**config.mk**
```make
export PLATFORM = sky130hd
export DESIGN_NAME = agc_sequencer
export DESIGN_NICKNAME = d
export VERILOG_FILES = /design/src/rtl/agc_sequencer.sv
export SDC_FILE = /design/constraint.sdc
export NUM_CORES = 1
export LEC_CHECK = 0
export ABC_AREA = 1
export CORE_MARGIN = 2
export CORE_UTILIZATION = 47
export DETAILED_ROUTE_END_ITERATION = 16
export PLACE_DENSITY = 0.86
export SYNTH_ARGS = -nofsm -noshare
export SYNTH_HDL_FRONTEND = slang
export SYNTH_SLANG_ARGS = --single-unit
```
**constraint.sdc**
```tcl
create_clock -name clk -period 1.7 [get_ports clk]
set_input_delay 0.34 -clock clk [delete_from_list [all_inputs] [get_ports clk]]
set_output_delay 0.34 -clock clk [all_outputs]
set_load 0.02 [all_outputs]
```
**src/rtl/agc_sequencer.sv**
```systemverilog
// AGC control sequencer: fetches instruction words, latches them into IR and
// walks a fixed micro-step sequence per opcode to drive the datapath controls.
module agc_sequencer #(
    parameter logic [11:0] RESET_PC = 12'd0,
    parameter logic [2:0]  ALU_ADD  = 3'd0,
    parameter logic [2:0]  ALU_AND  = 3'd1
) (
    input  logic        clk,
    input  logic        rst_n,
    input  logic        run,
    input  logic [15:0] mem_data,
    output logic [11:0] pc_addr,
    output logic [2:0]  alu_op,
    output logic [1:0]  MAddr_MUX,
    output logic [1:0]  Q_MUX,
    output logic [1:0]  A_MUX,
    output logic [1:0]  X_MUX,
    output logic [1:0]  Z_MUX,
    output logic [1:0]  Y_MUX,
    output logic        LP_MUX,
    output logic        B_MUX,
    output logic        LP_WE,
    output logic        G_WE,
    output logic        Q_WE,
    output logic        B_WE,
    output logic        A_WE,
    output logic        Y_WE,
    output logic        X_WE,
    output logic        Z_WE,
    output logic        mem_WE,
    output logic        busy,
    output logic        instr_done,
    output logic        halted
);

    typedef enum logic [2:0] {IDLE, FETCH_A, FETCH_D, E0, E1, E2, E3} state_t;

    localparam logic [2:0] OP_TC   = 3'd0;
    localparam logic [2:0] OP_CA   = 3'd1;
    localparam logic [2:0] OP_CS   = 3'd2;
    localparam logic [2:0] OP_TS   = 3'd3;
    localparam logic [2:0] OP_AD   = 3'd4;
    localparam logic [2:0] OP_MASK = 3'd5;
    localparam logic [2:0] OP_XCH  = 3'd6;
    localparam logic [2:0] OP_HALT = 3'd7;

    state_t      state_r;
    state_t      state_s;
    logic [11:0] pc_r;
    logic [15:0] ir_r;
    logic        halted_r;
    logic [2:0]  opcode_s;
    logic        last_s;
    logic        halt_set_s;
    logic        exec_s;

    assign opcode_s   = ir_r[15:13];
    assign halt_set_s = (state_r == E0) && (opcode_s == OP_HALT);
    assign exec_s     = (state_r == E0) || (state_r == E1) || (state_r == E2) || (state_r == E3);
    assign pc_addr    = pc_r;
    assign halted     = halted_r;

    // Final micro-step of the current opcode
    always_comb begin
        last_s = 1'b0;
        case (opcode_s)
            OP_TC, OP_TS, OP_HALT: last_s = (state_r == E0);
            OP_CA:                 last_s = (state_r == E1);
            OP_CS, OP_XCH:         last_s = (state_r == E2);
            OP_AD, OP_MASK:        last_s = (state_r == E3);
            default:               last_s = 1'b0;
        endcase
    end

    // Next-state and Moore control decode from (state, IR)
    always_comb begin
        state_s    = state_r;
        alu_op     = 3'd0;
        MAddr_MUX  = 2'd0;
        Q_MUX      = 2'd0;
        A_MUX      = 2'd0;
        X_MUX      = 2'd0;
        Z_MUX      = 2'd0;
        Y_MUX      = 2'd0;
        LP_MUX     = 1'b0;
        B_MUX      = 1'b0;
        LP_WE      = 1'b0;
        G_WE       = 1'b0;
        Q_WE       = 1'b0;
        B_WE       = 1'b0;
        A_WE       = 1'b0;
        Y_WE       = 1'b0;
        X_WE       = 1'b0;
        Z_WE       = 1'b0;
        mem_WE     = 1'b0;
        busy       = (state_r != IDLE);
        instr_done = 1'b0;
        case (state_r)
            IDLE: begin
                if (run && !halted_r) begin
                    state_s = FETCH_A;
                end else begin
                    state_s = IDLE;
                end
            end
            FETCH_A: begin
                MAddr_MUX = 2'd0;
                state_s   = FETCH_D;
            end
            FETCH_D: begin
                B_WE    = 1'b1;
                B_MUX   = 1'b0;
                state_s = E0;
            end
            E0: begin
                case (opcode_s)
                    OP_CA, OP_CS, OP_AD, OP_MASK, OP_XCH: MAddr_MUX = 2'd1;
                    OP_TS: begin
                        MAddr_MUX = 2'd1;
                        mem_WE    = 1'b1;
                    end
                    default: MAddr_MUX = 2'd0;
                endcase
            end
            E1: begin
                case (opcode_s)
                    OP_CA, OP_CS: begin
                        A_WE  = 1'b1;
                        A_MUX = 2'd0;
                    end
                    OP_AD, OP_MASK: begin
                        Y_WE  = 1'b1;
                        Y_MUX = 2'd0;
                        X_WE  = 1'b1;
                        X_MUX = 2'd3;
                    end
                    OP_XCH: begin
                        MAddr_MUX = 2'd1;
                        G_WE      = 1'b1;
                        mem_WE    = 1'b1;
                    end
                    default: A_WE = 1'b0;
                endcase
            end
            E2: begin
                case (opcode_s)
                    OP_CS: begin
                        A_WE  = 1'b1;
                        A_MUX = 2'd2;
                    end
                    OP_AD:   alu_op = ALU_ADD;
                    OP_MASK: alu_op = ALU_AND;
                    OP_XCH: begin
                        A_WE  = 1'b1;
                        A_MUX = 2'd3;
                    end
                    default: A_WE = 1'b0;
                endcase
            end
            E3: begin
                case (opcode_s)
                    OP_AD: begin
                        alu_op = ALU_ADD;
                        A_WE   = 1'b1;
                        A_MUX  = 2'd1;
                    end
                    OP_MASK: begin
                        alu_op = ALU_AND;
                        A_WE   = 1'b1;
                        A_MUX  = 2'd1;
                    end
                    default: A_WE = 1'b0;
                endcase
            end
            default: state_s = IDLE;
        endcase
        // Sampling run only here keeps a started instruction intact
        if (exec_s) begin
            if (last_s) begin
                instr_done = 1'b1;
                state_s    = (run && !halted_r && !halt_set_s) ? FETCH_A : IDLE;
            end else begin
                state_s = state_t'(state_r + 3'd1);
            end
        end else begin
            instr_done = 1'b0;
        end
    end

    // State, program counter, instruction register and halt flag
    always_ff @(posedge clk or negedge rst_n) begin
        if (!rst_n) begin
            state_r  <= IDLE;
            pc_r     <= RESET_PC;
            ir_r     <= 16'd0;
            halted_r <= 1'b0;
        end else begin
            state_r <= state_s;
            if (state_r == FETCH_D) begin
                ir_r <= mem_data;
                pc_r <= pc_r + 12'd1;
            end else if ((state_r == E0) && (opcode_s == OP_TC)) begin
                pc_r <= ir_r[12:1];
            end else begin
                pc_r <= pc_r;
            end
            if (halt_set_s) begin
                halted_r <= 1'b1;
            end else if ((state_r == IDLE) && !run) begin
                halted_r <= 1'b0;
            end else begin
                halted_r <= halted_r;
            end
        end
    end

endmodule
```
==> flow_summary.ini <==
[clock_tree]
cts_sinks = 31
cts_tree = yes
clock-root-buffer = clkbuf_8
cts_max_level = 2
clockBufferDepth = 2
numCtsBuffers = 5
clk_pin_slew_ps = 70
insertion_delay_ps = 280

[placement]
pre_cts_ws_ps = -528
placement.io_buffers = 44
postPlaceCellArea_mm2 = 0.00257
place_congestion = 0.856
dp.cells = 370
hpwl_um = 3550

[floorplanning]
fp.dieW_um = 69.1
core-area_mm2 = 0.00403
io_pins = 60
dieArea_mm2 = 0.00478
num_rows = 23
die_y_um = 69.1
start_util_pct = 49.5

[timing]
rsz0062_at_grt = yes
clock-skew-final_ps = 6.74
finalCritPeriodShare_pct = 117
fmax_mhz = 503
finalHoldViolCount = 0
setup_viol = 15
min_period_ps = 1990
tns_ps = -2670
hold_ws_ps = 452
layout_setup_ws_ps = -289
slew_violations = 0

[power_and_ir_drop]
clkPwrFrac_pct = 10.5
leakage_nw = 1.51
p_total_mw = 5.35
p_switching_mw = 2.62
comb_power_share_pct = 62.7
switching_share_pct = 48.9
intPower_mw = 2.73
irDropWorstVdd_uv = 1430
seqPwrFrac_pct = 26.8
power.density_mw_per_mm2 = 1790

[setup_path]
required_ps = 1360
path_max_fanout = 6
cp.arrival_ps = 1650
cp-startpoint = state_r[0]$_DFFE_PN0P_
r2r_start = state_r[1]$_DFFE_PN0P_
cp-end-kind = primary output
r2r-end = pc_addr[7]$_DFFE_PN0P_
r2r_cells = 9
path_class = flop to primary output
r2r_slack_ps = -20
cp-start-kind = flop

[routing]
drc_errors = 0
drtPass1Iterations = 5
drt_iter0_markers = 329
vias = 2108
wl_um = 6080
wl_per_cell_um = 15.8
vias_per_cell = 5.46
detail-route-antenna-nets = 0

[logic_synthesis]
yosysSeqAreaShare_pct = 38.9
ys_types = 29
syn_area_mm2 = 0.00199
yosysTopAreaCellShare_pct = 38.9
yosys.area.top_type = dfrtp_1
postSynthAreaPerCell_um2 = 7.58
synth-warning-count = 0
syn_inst = 263
synth-seq-cells = 31
yosys-top-cells-area = dfrtp_1, nand2_1, buf_4

[cells_and_area]
diodes = 0
multi_input_area_mm2 = 0.00121
fin_area_mm2 = 0.00299
drive_above_1_share_pct = 32.7
register_area_um2 = 779
finish.utilization_pct = 74.3
areaGrowthSynthToFinish_pct = 50.0
finalNonFillerCells = 386
nNetsFinal = 360
fillCellCount = 262

[global_route]
grt_pass1_wl_um = 8250
grt_pass1_vias = 1769
grt_max_degree = 32
antenna_found_initial = 0
grt_overflow = 0
track_usage_pct = 21.3

[run]
maxCapViolations = 0

[status]
status = finished with violations
violations = negative setup slack

[min_path]
hp-class = input pin to async pin
==> final cells by class <==
cell class | instances | share of cell area (%)
clock inverter | 2 | 0.418
sequential | 31 | 26.1
multi-input combinational | 186 | 40.4
clock buffer | 6 | 2.43
tap | 50 | 2.09
timing repair buffer | 74 | 23.6
inverter | 37 | 4.94
==> worst max-delay path, stage by stage, from the launching register on <==
cell	delay (ps)
dfrtp_2	470
inv_4	110
ha_4	180
nand2_8	90
nand2_4	70
nand2_4	60
o31ai_4	210
buf_6	160
==> per-layer routing <==
metal | up-vias | GRT usage (%) | wire (um)
li1 | 955 | - | -
met1 | 980 | 28.8 | 2340
met2 | 140 | 34.0 | 3010
met3 | 33 | 4.97 | 455
met4 | 0 | 6.32 | 274
met5 | - | 0 | 0
==> cells in the final DEF (no fill, tap or decap), types with 2 or more instances in the layout <==
| cell | Yosys | layout |
|---|---|---|
| ha_4 | 0 | 5 |
| dfrtp_2 | 0 | 3 |
| a21oi_1 | 6 | 5 |
| nor2_2 | 2 | 2 |
| clkdlybuf4s50_1 | 0 | 25 |
| buf_6 | 1 | 16 |
| inv_2 | 3 | 10 |
| nand3_1 | 15 | 15 |
| nand3_2 | 3 | 3 |
| o21ai_2 | 5 | 5 |
| nand2_4 | 3 | 11 |
| clkbuf_8 | 0 | 5 |
| o211ai_1 | 2 | 2 |
| o21ai_1 | 2 | 2 |
| nor2_1 | 11 | 8 |
| buf_4 | 18 | 27 |
| nand4_1 | 8 | 8 |
| nor2_4 | 0 | 3 |
| dfrtp_1 | 31 | 28 |
| o31ai_4 | 0 | 2 |
| inv_4 | 0 | 2 |
| conb_1 | 1 | 14 |
| inv_1 | 34 | 24 |
| dlymetal6s2s_1 | 0 | 4 |
| o21ai_0 | 17 | 17 |
| nand2_2 | 2 | 2 |
| nor3_2 | 2 | 2 |
| nand2_8 | 0 | 2 |
| nand2_1 | 78 | 69 |
| clkinvlp_4 | 0 | 2 |
==> state kept, by name, indices dropped and copies added (netlist names) <==
signal,count
pc_addr,12
state_r,3
halted,1
ir_r,15
==> cells in the mapped netlist (all sizes together) <==
cell    count
o211ai      2
xnor2       1
nand3      18
nor2       14
nor3        4
a31oi       1
nand4       8
o21ai      24
inv        37
o31ai       2
nand2      83
a211oi      1
ha          6
dfrtp      31
o41ai       1
a21oi       6
conb        1
buf        23
==> worst max path at each step <==
stage	cells after the start	end
3_3_place_gp	7	MAddr_MUX[0]
6_report	7	MAddr_MUX[0]
4_1_cts	9	A_WE
2_1_floorplan	5	MAddr_MUX[0]
5_1_grt	7	MAddr_MUX[0]
3_5_place_dp	7	MAddr_MUX[0]
==> what timing repair did <==
| action | CTS | global route |
|---|---|---|
| hold endpoints to repair | 0 | 0 |
| hold buffers | 0 | 0 |
| pin swaps | 3 | 17 |
| gates cloned | 0 | 1 |
| endpoints found under the setup margin | 21 | 29 |
| buffers inserted | 5 | 5 |
| gates resized for setup | 99 | 55 |
==> kinds of logic (layout without fill, tap and decap cells) <==
group / Yosys count / after routing / share of synthesized area [%]
and+or+nand+nor: 127 / 128 / 30.0
buffers and inverters: 60 / 119 / 15.3
AOI/OAI and AO/OA: 37 / 37 / 11.4
DFF: 31 / 31 / 38.9
adders and majority gates: 6 / 6 / 3.76
other: 1 / 14 / 0.188
xor gates and xnor gates: 1 / 1 / 0.439
==> power by group through the flow <==
stage | logic (mW) | clock network (mW) | registers, mW
after CTS | 2.87 | 0.567 | 1.38
final | 3.36 | 0.561 | 1.44
after global routing | 3.62 | 0.600 | 1.48
after floorplan | 1.58 | 0 | 1.53
after detailed placement | 2.70 | 0 | 1.38
after global placement | 2.61 | 0 | 1.37
Power figures use the tool's default switching activity.
